### src/rtl/matmul_operand_loader.sv
// Operand loader for the 2x2 matrix multiplier: packs a framed element stream
// into A/B operands, launches the multiplier and supervises completion.
//
// Ports:
//   clk, reset      rising-edge clock, async active-low reset
//   in_data/in_valid/in_last/in_ready
//                   element stream handshake (8 elements per frame)
//   A, B            packed operands {x00, x01, x10, x11}, MSB first
//   start           one-cycle launch pulse, A/B valid in that cycle
//   done            multiplier completion, level or pulse
//   busy            operation in flight (LAUNCH or WAIT)
//   err_frame       sticky framing error
//   err_timeout     sticky done-watchdog error
//   err_clr         clears both sticky errors
module matmul_operand_loader #(
  parameter int ELEM_W  = 4,
  parameter int TIMEOUT = 255
) (
  input  logic              clk,
  input  logic              reset,
  input  logic [ELEM_W-1:0] in_data,
  input  logic              in_valid,
  input  logic              in_last,
  output logic              in_ready,
  output logic [4*ELEM_W-1:0] A,
  output logic [4*ELEM_W-1:0] B,
  output logic              start,
  input  logic              done,
  output logic              busy,
  output logic              err_frame,
  output logic              err_timeout,
  input  logic              err_clr
);

  localparam int TW = (TIMEOUT > 1) ? $clog2(TIMEOUT) : 1;
  localparam logic [TW-1:0] TLAST =
    TW'((TIMEOUT > 0) ? TIMEOUT - 1 : 0);
  localparam bit WDOG_EN = (TIMEOUT != 0);

  typedef enum logic [1:0] {
    LOAD   = 2'd0,
    LAUNCH = 2'd1,
    WAIT   = 2'd2
  } state_t;

  state_t            state;
  logic [2:0]        idx;
  logic [TW-1:0]     timer;
  logic [ELEM_W-1:0] shadow [8];

  logic hs;
  logic last_slot;
  logic wdog_hit;

  assign hs        = in_valid & in_ready;
  assign last_slot = (idx == 3'd7);
  assign wdog_hit  = WDOG_EN && (timer == TLAST);

  always_ff @(posedge clk or negedge reset) begin
    if (!reset) begin
      state       <= LOAD;
      idx         <= 3'd0;
      timer       <= '0;
      A           <= '0;
      B           <= '0;
      start       <= 1'b0;
      busy        <= 1'b0;
      in_ready    <= 1'b0;
      err_frame   <= 1'b0;
      err_timeout <= 1'b0;
      for (int i = 0; i < 8; i++) begin
        shadow[i] <= '0;
      end
    end else begin
      // Clear first so that an error raised in the same cycle overrides it.
      if (err_clr) begin
        err_frame   <= 1'b0;
        err_timeout <= 1'b0;
      end

      case (state)
        LOAD: begin
          in_ready <= 1'b1;
          if (hs) begin
            shadow[idx] <= in_data;
            if (in_last != last_slot) begin
              // Early or missing in_last: drop the frame.
              err_frame <= 1'b1;
              idx       <= 3'd0;
            end else if (last_slot) begin
              // Final element bypasses its shadow slot.
              A        <= {shadow[0], shadow[1],
                           shadow[2], shadow[3]};
              B        <= {shadow[4], shadow[5],
                           shadow[6], in_data};
              start    <= 1'b1;
              busy     <= 1'b1;
              in_ready <= 1'b0;
              idx      <= 3'd0;
              state    <= LAUNCH;
            end else begin
              idx <= idx + 3'd1;
            end
          end
        end

        LAUNCH: begin
          // done is deliberately not looked at here.
          start <= 1'b0;
          timer <= '0;
          state <= WAIT;
        end

        WAIT: begin
          if (done) begin
            busy     <= 1'b0;
            in_ready <= 1'b1;
            state    <= LOAD;
          end else if (wdog_hit) begin
            err_timeout <= 1'b1;
            busy        <= 1'b0;
            in_ready    <= 1'b1;
            state       <= LOAD;
          end else begin
            timer <= timer + 1'b1;
          end
        end

        default: begin
          start    <= 1'b0;
          busy     <= 1'b0;
          in_ready <= 1'b0;
          idx      <= 3'd0;
          state    <= LOAD;
        end
      endcase
    end
  end

endmodule
### config.mk
export PLATFORM = sky130hd
export DESIGN_NAME = matmul_operand_loader
export DESIGN_NICKNAME = d
export VERILOG_FILES = /design/src/rtl/matmul_operand_loader.sv
export SDC_FILE = /design/constraint.sdc
export NUM_CORES = 1
export LEC_CHECK = 0
export ABC_CLOCK_PERIOD_IN_PS = 2200
export BUFFER_PORTS_ARGS = -buffer_cell sky130_fd_sc_hd__buf_2
export CAP_MARGIN = 20
export CORE_MARGIN = 1
export CORE_UTILIZATION = 51
export CTS_CLUSTER_SIZE = 24
export DETAILED_ROUTE_END_ITERATION = 6
export PLACE_DENSITY = 0.76
export SLEW_MARGIN = 20
export SYNTH_ARGS = -nofsm -noshare
export SYNTH_HDL_FRONTEND = slang
export SYNTH_SLANG_ARGS = --single-unit
### constraint.sdc
create_clock -name clk -period 2.2 [get_ports clk]
set_clock_uncertainty 0.15 [all_clocks]
set_input_delay 0.44 -clock clk [delete_from_list [all_inputs] [get_ports clk]]
set_output_delay 0.44 -clock clk [all_outputs]
set_load 0.01 [all_outputs]
Word level (Yosys, flattened, before mapping):

Index checks and enable logic that the tools add are counted.
W data, S select, Z words.

* flip-flop bits (word level): 82
* bits in latches: 0
* memory bits (writable): 0
* memory bits (read-only): 0
* logic and storage cells: 88
* memories: 0

* add/sub/neg operators: 2
* multiply operators: 0
* div/mod/pow operators: 0
* magnitude comparators: 2
* equal/unequal tests: 11
* shift operators: 0
* muxes and demuxes: 37
* bitwise gates (word level): 6
* reductions and logical operators: 12

Operator list (count)
* $bwmux W32: 1
* $mux W1: 18
* $mux W8: 2
* $pmux W8 S2: 1
* $demux W4 S3: 1
* $reduce_and A4 Y1: 3
* $mux W2: 5
* $ne A2 B2 Y1 const B: 5
* $mux W3: 3
* $add A8 B1 Y8 const B: 1
* $eq A8 B8 Y1 const B: 1
* $pmux W1 S3: 2
* $pmux W2 S3: 1
* $pmux W3 S2: 1
* $reduce_and A2 Y1: 3
* $reduce_and A5 Y1: 1
* $ge A4 B4 Y1 const B: 1
* $lt A4 B1 Y1 const B: 1
* $mux W4: 1
* $not A1 Y1: 4
* $not A3 Y4: 1
* $add A3 B1 Y3 const B: 1
* $eq A3 B3 Y1 const B: 1
* $ne A3 B3 Y1 const B: 1
* 10 further kinds: 10

Longest topological paths before layout:

* word-level depth: 6
* depth in mapped cells: 7
* depth with buffers taken out: 7

Worst setup path before layout:

OpenSTA, ideal clock, no wires.

* path kind: reg2reg
* from: reg idx[1]
* to: reg A[0]
* setup time: 0.125 ns
* arrival: 1.872 ns
* path slack: 0.054 ns
* stages on the path, launching flop included: 8
* cells stage by stage: dfrtp_1 -> ha_1 -> ha_1 -> ha_1 -> nor2_1 -> nand3_1 -> buf_2 -> mux2_2

* word-level cells in the longest chain between the ends: 4

RTL lines
* from (decl): RTL line 47 `logic [2:0] idx;`
* from (signal assigned): RTL line 102 `idx <= idx + 3'd1;`
* $eq A3 B3 Y1 *: RTL line 56 `assign last_slot = (idx == 3'd7);`
* $ne A1 B1 Y1: RTL line 86 `if (in_last != last_slot) begin`
* $not A1 Y1 (no source line)
* $reduce_and A4 Y1 (no source line) *
* to (signal assigned): RTL line 92 `A <= {shadow[0], shadow[1],`
* to (decl): RTL line 25 `output logic [4*ELEM_W-1:0] A,`

Every way passes the cells marked *; elsewhere a longest branch is shown, timed or not.
A chain may end at the register's enable or synchronous reset.

Worst setup path in the final report:

* from: reg idx[0]
* to: reg B[10]

* word-level cells in the longest chain between the ends: 4

RTL lines
* $eq A3 B3 Y1 *: RTL line 56
* $ne A1 B1 Y1: RTL line 86
* $not A1 Y1 (no source line)
* $reduce_and A4 Y1 (no source line) *
* to (signal assigned): RTL line 94 `B <= {shadow[4], shadow[5],`
* to (decl): RTL line 26 `output logic [4*ELEM_W-1:0] B,`

Marks and branches as above.

==> results.cfg <==
[critical_path]
r2r-start = idx[0]
critPathLaunch = idx[0]
setup.worst_path.end = B[10]
rrSetupSlack_ns = 0.08
path_class = reg -> reg
cp-end-kind = flip-flop
crit_path_cell_trace = ha_1 > ha_1 > ha_1 > nor2_1 > nand3_1 > buf_12 > mux2_2
crit_path_frequent_cell = ha_1
worst_r2r_path_depth = 7
timing.rr.end = B[10]
required_ns = 2.28
worstPathArrival_ns = 2.20
cp-start-kind = flip-flop
worst-path-max-fanout = 32
cp_slowest_cell = dfrtp_1
cp_slowest_stage_delay_ns = 0.39

[status]
status = finished clean

[detailed_routing]
first_pass_iters = 4
via_per_inst = 5.406
dr.first_iter.drc_count = 118
ant_nets = 0
drc_errors = 0
num_vias = 2065
drt-total-wl_um = 6095
wl_per_cell_um = 15.96

[hold_path]
hold_depth = 3
hold_class = in -> reg

[timing]
max_freq_mhz = 471.6
worst_pin_slew_ns = 0.4326
post-route-period-util_pct = 96.39
period_needed_ns = 2.121
slew_violations = 0
rsz0062_at_grt = false
max_slew_margin_pct = 71.10
finalSetupTns_ns = 0
setup_viol = 0
final-hold-violation-count = 0

[yosys]
ys.warnings.count = 0
ys_seq_area_share_pct = 59.56
synthFlopType = dfrtp_1
async_flop_share_pct = 100.0
synth_enable_flop_cells = 0
ys_seq_elements = 78
synthesis.area_mm2 = 0.003277
ys_types = 33
synthesis.instances = 234
avgSynthCellArea_um2 = 14.00
syn_nets = 252

[pwr]
powerDensity_mw_per_mm2 = 997.6
p_total_mw = 3.978
irDropWorstVdd_mv = 0.6433
p_leak_nw = 2.077

[layout]
final_cell_area_mm2 = 0.003988
fillers = 466
nets = 320
drive_gt1_share_pct = 46.58
syn_to_final_growth_pct = 21.69
diodes = 0

[floorplanning]
core_area_mm2 = 0.006061
boundaryPins = 47
die_width_um = 82.16
die_y_um = 82.16
row_count = 28
initial_core_util_pct = 54.07
die_area_mm2 = 0.006749

[placement]
dpl_cell_area_mm2 = 0.003721
routabilityCongestion = 0.8136
hpwlAfterDp_um = 4219
portBuffers = 46

[clock_tree]
clock-sinks = 78
cts-root-buf = clkbuf_8
htree_levels = 3
clk_pin_slew_worst_paths_ns = 0.08
cts_tree = yes
clock_latency_ns = 0.35
cts_setup_buffers = 0
numCtsBuffers = 9
clockBufferDepth = 2

[global_route]
grt_pass1_vias = 2083
grtUsageTotal_pct = 20.43
gr-total-overflow = 0
grt_max_degree = 33
grt_first_pass_wirelength_um = 9867
antenna_found_initial = 0

[run]
maxCapViolCount = 0
## cells by family after synthesis
| group | Yosys count | synth area share, % |
|---|---|---|
| AOI/OAI and AO/OA | 28 | 6.643 |
| xor gates and xnor gates | 5 | 1.337 |
| adders and majority gates | 8 | 3.055 |
| buffers and inverters | 13 | 1.756 |
| DFF | 78 | 59.56 |
| muxes | 62 | 21.27 |
| and+or+nand+nor | 40 | 6.376 |
## cell usage in the layout (no fill, tap or decap), drive strengths merged, types with 2 or more instances in the layout
master   n
nand4    3
o21ai    3
buf     63
bufinv   3
xnor2    2
o21a     2
nand2    3
a22o     8
xor2     3
ha       8
clkinv   2
nand3    5
inv      7
dfrtp   78
clkbuf  10
nor3     6
a21oi    4
nor2    11
o31ai    2
or3      3
o211ai   3
and3     2
nand2b   2
nor2b    2
mux2    61
## report_power, final
part	internal [mW]	switching, mW	leakage [nW]
clock	0.793	0.543	0.127
combinational	0.426	0.343	0.906
sequential	1.72	0.156	1.04
## how the worst min path moves through the flow
stage | startpoint | end | slack [ns]
final | err_clr | err_frame | 0.22
after global routing | err_clr | err_frame | 0.22
after CTS | err_clr | err_frame | 0.20
after detailed placement | reset | state[1] | 0.26
after global placement | reset | busy | 0.26
after floorplan | reset | A[0] | -0.006
## flip-flops by register name, summed over array words and instances (netlist names)
register     count
shadow          28
A               16
B               16
timer            8
idx              3
state            2
busy             1
err_frame        1
err_timeout      1
in_ready         1
start            1
## final cells by class
| cell class | count | area [um^2] | share of cell area [%] |
|---|---|---|---|
| multi-input combinational | 143 | 1270 | 31.85 |
| clock buffer | 10 | 137.6 | 3.452 |
| sequential | 78 | 1952 | 48.95 |
| tap | 75 | 93.84 | 2.353 |
| timing repair buffer | 64 | 395.4 | 9.915 |
| clock inverter | 6 | 116.4 | 2.918 |
| inverter | 6 | 22.52 | 0.5648 |
## routing by layer
metal / part of all wire [%] / up-vias / wire [um] / GRT usage, %
met3: 3.7 / 8 / 226 / 5.934
met5: 0 / - / 0 / 0
met4: 1.5 / 0 / 93 / 9.474
met2: 48 / 34 / 2928 / 30.83
met1: 47 / 1036 / 2846 / 27.28
li1: - / 987 / - / -
## metrics by stage
| step | worst slack (ns) | hold slack [ns] | utilization (%) | cells |
|---|---|---|---|---|
| final | 0.07935 | 0.2158 | 65.79 | 382 |
| after global routing | 0.01547 | 0.2168 | 65.79 | 382 |
| after CTS | 0.08276 | 0.2010 | 65.75 | 382 |
| after detailed placement | 0.08450 | 0.2609 | 61.40 | 365 |
| after global placement | 0.1332 | 0.2565 | 61.40 | 365 |
| after floorplan | 0.05370 | -0.005591 | - | 234 |
## synthesized netlist by cell type, types with 2 or more instances
master	n	area (um^2)
xor2_1	3	26.28
or3_1	3	18.77
nor2_1	11	41.29
and3_1	2	12.51
o211ai_1	3	22.52
nand2_1	3	11.26
o21ai_0	3	15.01
o21a_1	2	15.01
a21oi_1	4	20.02
o31ai_1	2	15.01
nand4_1	3	18.77
buf_2	6	30.03
mux2_2	61	686.9
inv_1	6	22.52
nor3_1	6	30.03
xnor2_1	2	17.52
nand2b_1	2	12.51
nand3_1	5	25.02
a22o_1	8	70.07
nor2b_1	2	12.51
dfrtp_1	78	1952
ha_1	8	100.1
## what timing repair did
| action | CTS | global route |
|---|---|---|
| hold buffers | 1 | 0 |
| endpoints found under the setup margin | 0 | 1 |
| endpoints found under the hold margin | 30 | 0 |
| resized for setup | 0 | 1 |
## worst max-delay path: cells and delay by family (launching register included)
family | cells | cell delay [ns]
fa+ha+maj | 3 | 0.70
flops | 1 | 0.39
mux | 1 | 0.36
buf+inv | 1 | 0.22
simple gates | 2 | 0.17
(Power assumes the default switching activity.)
